[src/rtl/regfile_ctrl.sv]
// Command sequencer for an 8 x 16-bit register file: runs LOAD/MOVE/ADD/READ
// over the file's single read port and single write port, one command at a time.
module regfile_ctrl (
  input  logic        clk,
  input  logic        reset,
  input  logic        cmd_valid,
  output logic        cmd_ready,
  input  logic [1:0]  cmd_op,
  input  logic [2:0]  cmd_rd,
  input  logic [2:0]  cmd_rs,
  input  logic [2:0]  cmd_rt,
  input  logic [15:0] cmd_imm,
  output logic [15:0] rf_data_in,
  output logic [2:0]  rf_writenum,
  output logic        rf_write,
  output logic [2:0]  rf_readnum,
  input  logic [15:0] rf_data_out,
  output logic        done,
  output logic [15:0] result,
  output logic        ovf,
  output logic [2:0]  state_dbg
);

  localparam logic [1:0] OP_LOAD = 2'b00;
  localparam logic [1:0] OP_MOVE = 2'b01;
  localparam logic [1:0] OP_ADD  = 2'b10;
  localparam logic [1:0] OP_READ = 2'b11;

  typedef enum logic [2:0] {IDLE, RDA, RDB, WB, DONE} state_t;

  // Handshake: a command transfers on a rising edge where cmd_valid and
  // cmd_ready are both high; cmd_ready is high only in IDLE outside reset.
  state_t      state, state_nxt;
  logic [1:0]  op_q;
  logic [2:0]  rd_q, rs_q, rt_q;
  logic [15:0] imm_q, a_q, b_q;
  logic [15:0] sum, wb_val;
  logic        wb_ovf;
  logic        accept;

  assign cmd_ready = (state == IDLE) & ~reset;
  assign accept    = cmd_valid & cmd_ready;
  assign state_dbg = state;
  assign sum       = a_q + b_q;

  always_comb begin
    wb_val = a_q;
    wb_ovf = 1'b0;
    case (op_q)
      OP_LOAD: wb_val = imm_q;
      OP_ADD: begin
        wb_val = sum;
        wb_ovf = (a_q[15] == b_q[15]) & (sum[15] != a_q[15]);
      end
      default: wb_val = a_q;
    endcase
  end

  always_ff @(posedge clk or posedge reset) begin
    if (reset) state <= IDLE;
    else       state <= state_nxt;
  end

  always_comb begin
    state_nxt   = state;
    rf_write    = 1'b0;
    rf_writenum = 3'd0;
    rf_data_in  = 16'd0;
    rf_readnum  = 3'd0;
    done        = 1'b0;
    case (state)
      IDLE: if (accept) state_nxt = (cmd_op == OP_LOAD) ? WB : RDA;
      RDA: begin
        rf_readnum = rs_q;
        case (op_q)
          OP_ADD:  state_nxt = RDB;
          OP_READ: state_nxt = DONE;
          default: state_nxt = WB;
        endcase
      end
      RDB: begin
        rf_readnum = rt_q;
        state_nxt  = WB;
      end
      WB: begin
        rf_write    = 1'b1;
        rf_writenum = rd_q;
        rf_data_in  = wb_val;
        state_nxt   = DONE;
      end
      DONE: begin
        done      = 1'b1;
        state_nxt = IDLE;
      end
      default: state_nxt = IDLE;
    endcase
  end

  // Operands are captured in RDA/RDB before WB, so overlapping rd/rs/rt is safe.
  always_ff @(posedge clk or posedge reset) begin
    if (reset) begin
      op_q   <= OP_LOAD;
      rd_q   <= 3'd0;
      rs_q   <= 3'd0;
      rt_q   <= 3'd0;
      imm_q  <= 16'd0;
      a_q    <= 16'd0;
      b_q    <= 16'd0;
      result <= 16'd0;
      ovf    <= 1'b0;
    end else begin
      case (state)
        IDLE: if (accept) begin
          op_q  <= cmd_op;
          rd_q  <= cmd_rd;
          rs_q  <= cmd_rs;
          rt_q  <= cmd_rt;
          imm_q <= cmd_imm;
        end
        RDA: begin
          a_q <= rf_data_out;
          if (op_q == OP_READ) begin
            result <= rf_data_out;
            ovf    <= 1'b0;
          end
        end
        RDB: b_q <= rf_data_out;
        WB: begin
          result <= wb_val;
          ovf    <= wb_ovf;
        end
        default: ;
      endcase
    end
  end

endmodule
[config.mk]
export PLATFORM = sky130hd
export DESIGN_NAME = regfile_ctrl
export DESIGN_NICKNAME = d
export VERILOG_FILES = /design/src/rtl/regfile_ctrl.sv
export SDC_FILE = /design/constraint.sdc
export NUM_CORES = 1
export LEC_CHECK = 0
export ABC_AREA = 1
export BUFFER_PORTS_ARGS = -buffer_cell sky130_fd_sc_hd__buf_2
export CORE_MARGIN = 8
export CORE_UTILIZATION = 31
export CTS_CLUSTER_SIZE = 25
export DETAILED_ROUTE_END_ITERATION = 6
export GPL_TIMING_DRIVEN = 0
export PLACE_DENSITY = 0.58
export SLEW_MARGIN = 30
export SYNTH_ARGS = -nofsm -noshare
export SYNTH_HDL_FRONTEND = slang
export SYNTH_SLANG_ARGS = --single-unit
[constraint.sdc]
create_clock -name clk -period 2.9 [get_ports clk]
set_input_delay 0 -clock clk [delete_from_list [all_inputs] [get_ports clk]]
set_output_delay 0 -clock clk [all_outputs]
set_load 0.05 [all_outputs]
==> flow_metrics.env <==
export IMPL_startpoint="op_q[0]$_DFFE_PP0P_"
export IMPL_worstPathRequired_ns=2.90
export IMPL_synthArstFlopShare=1.00
export IMPL_pwr_share_comb=0.571
export IMPL_rsz0062_at_grt="false"
export IMPL_finalNetCount=822
export IMPL_initial_utilization=0.318
export IMPL_ant_nets=0
export IMPL_routed_wl_um=14100
export IMPL_timing_final_crit_period_ns=2.55
export IMPL_status="completed"
export IMPL_grt_pass1_wl_um=23500
export IMPL_p_switching_mw=3.85
export IMPL_syn_num_nets=676
export IMPL_synth_edf_count=0
export IMPL_core_um2=13900
export IMPL_drtIter0Drc=237
export IMPL_vias_per_cell=4.63
export IMPL_worst_setup_path_type="flip-flop to output port"
export IMPL_clkPwrFrac=0.163
export IMPL_antenna_found_initial=0
export IMPL_seqPwrFrac=0.266
export IMPL_grt_total_usage=0.161
export IMPL_cts_buffers=9
export IMPL_clk_pin_slew_ns=0.06
export IMPL_endpoint_kind="output port"
export IMPL_drive_above_1_share=0.162
export IMPL_internal_power_mw=3.72
export IMPL_critPathCapture="rf_data_in[13]"
export IMPL_clk_path_buf_depth=2
export IMPL_diodes=0
export IMPL_synth_seq_cells=79
export IMPL_cts_tree="done"
export IMPL_start_kind="flip-flop"
export IMPL_arrival_ns=2.55
export IMPL_overflow=0
export IMPL_utilization=0.424
export IMPL_synthCells=614
export IMPL_clockRootBuffer="clkbuf_16"
export IMPL_io_buffers=90
export IMPL_htreeDepth=3
export IMPL_cts_num_sinks=79
export IMPL_min_path_type="input pin to flip-flop"
export IMPL_finalSetupViolCount=0
export IMPL_avgSynthCellArea_um2=7.20
export IMPL_dieArea_um2=18300
export IMPL_first_pass_iters=5
export IMPL_rr_endpoint="result[13]$_DFFE_PP0P_"
export IMPL_die_w_um=135
export IMPL_drc=0
export IMPL_rrSetupSlack_ns=0.79
export IMPL_grt_max_degree=42
export IMPL_syn2layout_area_growth_pct=33.2
export IMPL_std_cell_rows=43
export IMPL_fp_dieH_um=135
export IMPL_power_leakage_nw=3.25
export IMPL_layout_commonest_cell="nand2_1"
export IMPL_ys_types=26
export IMPL_synth_flop_cell="dfrtp_1"
export IMPL_peakVddDrop_mv=0.806
export IMPL_netlist_area_um2=4420
export IMPL_hold_viol=0
export IMPL_holdBufCountCts=44
export IMPL_design_area_um2=5880
export IMPL_power_density_nw_per_um2=1290
export IMPL_ys_warn_count=0
export IMPL_hpwlAfterDp_um=10500
export IMPL_worst_pin_slew_ns=0.649
export IMPL_r2r_start="op_q[0]$_DFFE_PP0P_"
export IMPL_place_area_um2=5120
export IMPL_drv_slew=0
export IMPL_cp_max_fo=10
export IMPL_worst_r2r_path_depth=7
export IMPL_vias=4378
export IMPL_maxCapViolations=0
export IMPL_layout_common_cells="nand2_1, buf_2, inv_1, dfrtp_1, o21ai_0"
export IMPL_wire_per_inst_um=14.9
export IMPL_routabilityCongestion=0.868
export IMPL_grt_pass1_vias=4586
export IMPL_setup_tns_ns=0
export IMPL_sw_frac_of_total=0.508
export IMPL_cts_resized=0
export IMPL_timing_final_crit_share=0.880
export IMPL_pin_count=91
export IMPL_skew_ns=0.00682
export IMPL_clk_latency_ns=0.34
export IMPL_fmax_ghz=0.392
export IMPL_postCtsSetupBuffers=0
export IMPL_slew_headroom=0.567
export IMPL_yosysSeqAreaShare=0.447
[Yosys cell counts, types with 3 or more instances]
cell / instances / share of area
nand2_1: 216 / 0.18
inv_1: 90 / 0.076
dfrtp_1: 79 / 0.45
o21ai_0: 49 / 0.056
a21oi_1: 40 / 0.045
nor2_1: 40 / 0.034
nand3_1: 26 / 0.029
ha_1: 15 / 0.042
a22oi_1: 14 / 0.024
clkbuf_1: 11 / 0.0093
buf_2: 5 / 0.0057
inv_2: 4 / 0.0034
or2_2: 4 / 0.0057
nand3b_1: 3 / 0.0051
nor3_1: 3 / 0.0034
o22ai_1: 3 / 0.0042
[cell type report]
class                   count  area (µm²)
repair buffers            135         911
fillers                  1411        8000
clock buffers              11         243
clock inverters             5        81.3
inverters                  94         358
flip-flops and latches     79        1980
well taps                 180         225
multi-input cells         423        2010
plain buffers              18        81.3
[kinds of logic after synthesis]
logic type,after synthesis,synth area share
AO/OA/AOI/OAI,110,0.137
adder cells (fa/ha/maj),16,0.0470
buffers and inverters,112,0.0983
flip-flops,79,0.447
AND/OR/NAND/NOR,297,0.270
[power groups by stage]
stage	Sequential (mW)	Clock, mW	Combinational (mW)
4_1_cts	2.01	1.26	4.34
3_5_place_dp	2.02	0	4.27
6_report	2.01	1.24	4.32
3_3_place_gp	2.02	0	4.24
5_1_grt	2.08	1.30	4.86
2_1_floorplan	2.41	0	2.75
[layer usage]
layer	up-vias	routed length [µm]	track usage
li1	2231	-	-
met1	2026	6540	0.209
met2	105	6820	0.267
met3	16	522	0.0241
met4	0	221	0.0524
met5	-	0	0
[metrics by stage]
step                      instances  setup slack [ns]  power [mW]  hold slack (ns)
after global placement          884            -0.209        6.26            0.197
after global routing            945             0.112        8.24            0.108
final                           945             0.347        7.57           0.0755
after CTS                       945             0.307        7.61           0.0706
after detailed placement        885             0.687        6.29           0.0356
after floorplan                 614             0.423        5.16            0.110
[worst min-delay path by stage]
| stage | to | depth (start not counted) | startpoint | slack [ns] |
|---|---|---|---|---|
| 2_1_floorplan | imm_q[0]$_DFFE_PP0P_ | 2 | cmd_imm[0] | 0.11 |
| 6_report | imm_q[14]$_DFFE_PP0P_ | 4 | cmd_valid | 0.08 |
| 4_1_cts | imm_q[11]$_DFFE_PP0P_ | 4 | cmd_valid | 0.07 |
| 5_1_grt | imm_q[10]$_DFFE_PP0P_ | 4 | cmd_valid | 0.11 |
| 3_5_place_dp | imm_q[7]$_DFFE_PP0P_ | 2 | reset | 0.04 |
| 3_3_place_gp | imm_q[7]$_DFFE_PP0P_ | 3 | cmd_imm[7] | 0.20 |
[sequential cells by signal, indices dropped and copies added, names as in the netlist]
signal,cells
rd_q,3
imm_q,16
rt_q,3
a_q,16
result,16
b_q,16
state_dbg,3
rs_q,3
ovf,1
op_q,2
[critical path: stages, from the launching register on]
cell and delay (ns):
dfrtp_1 0.38, clkbuf_1 0.25, nor2_1 0.42, clkbuf_1 0.47, nand3_1 0.20, nand2_1 0.10, nand2_1 0.07, inv_1 0.07
buf_2 0.25
Power figures use the tool's default switching activity.
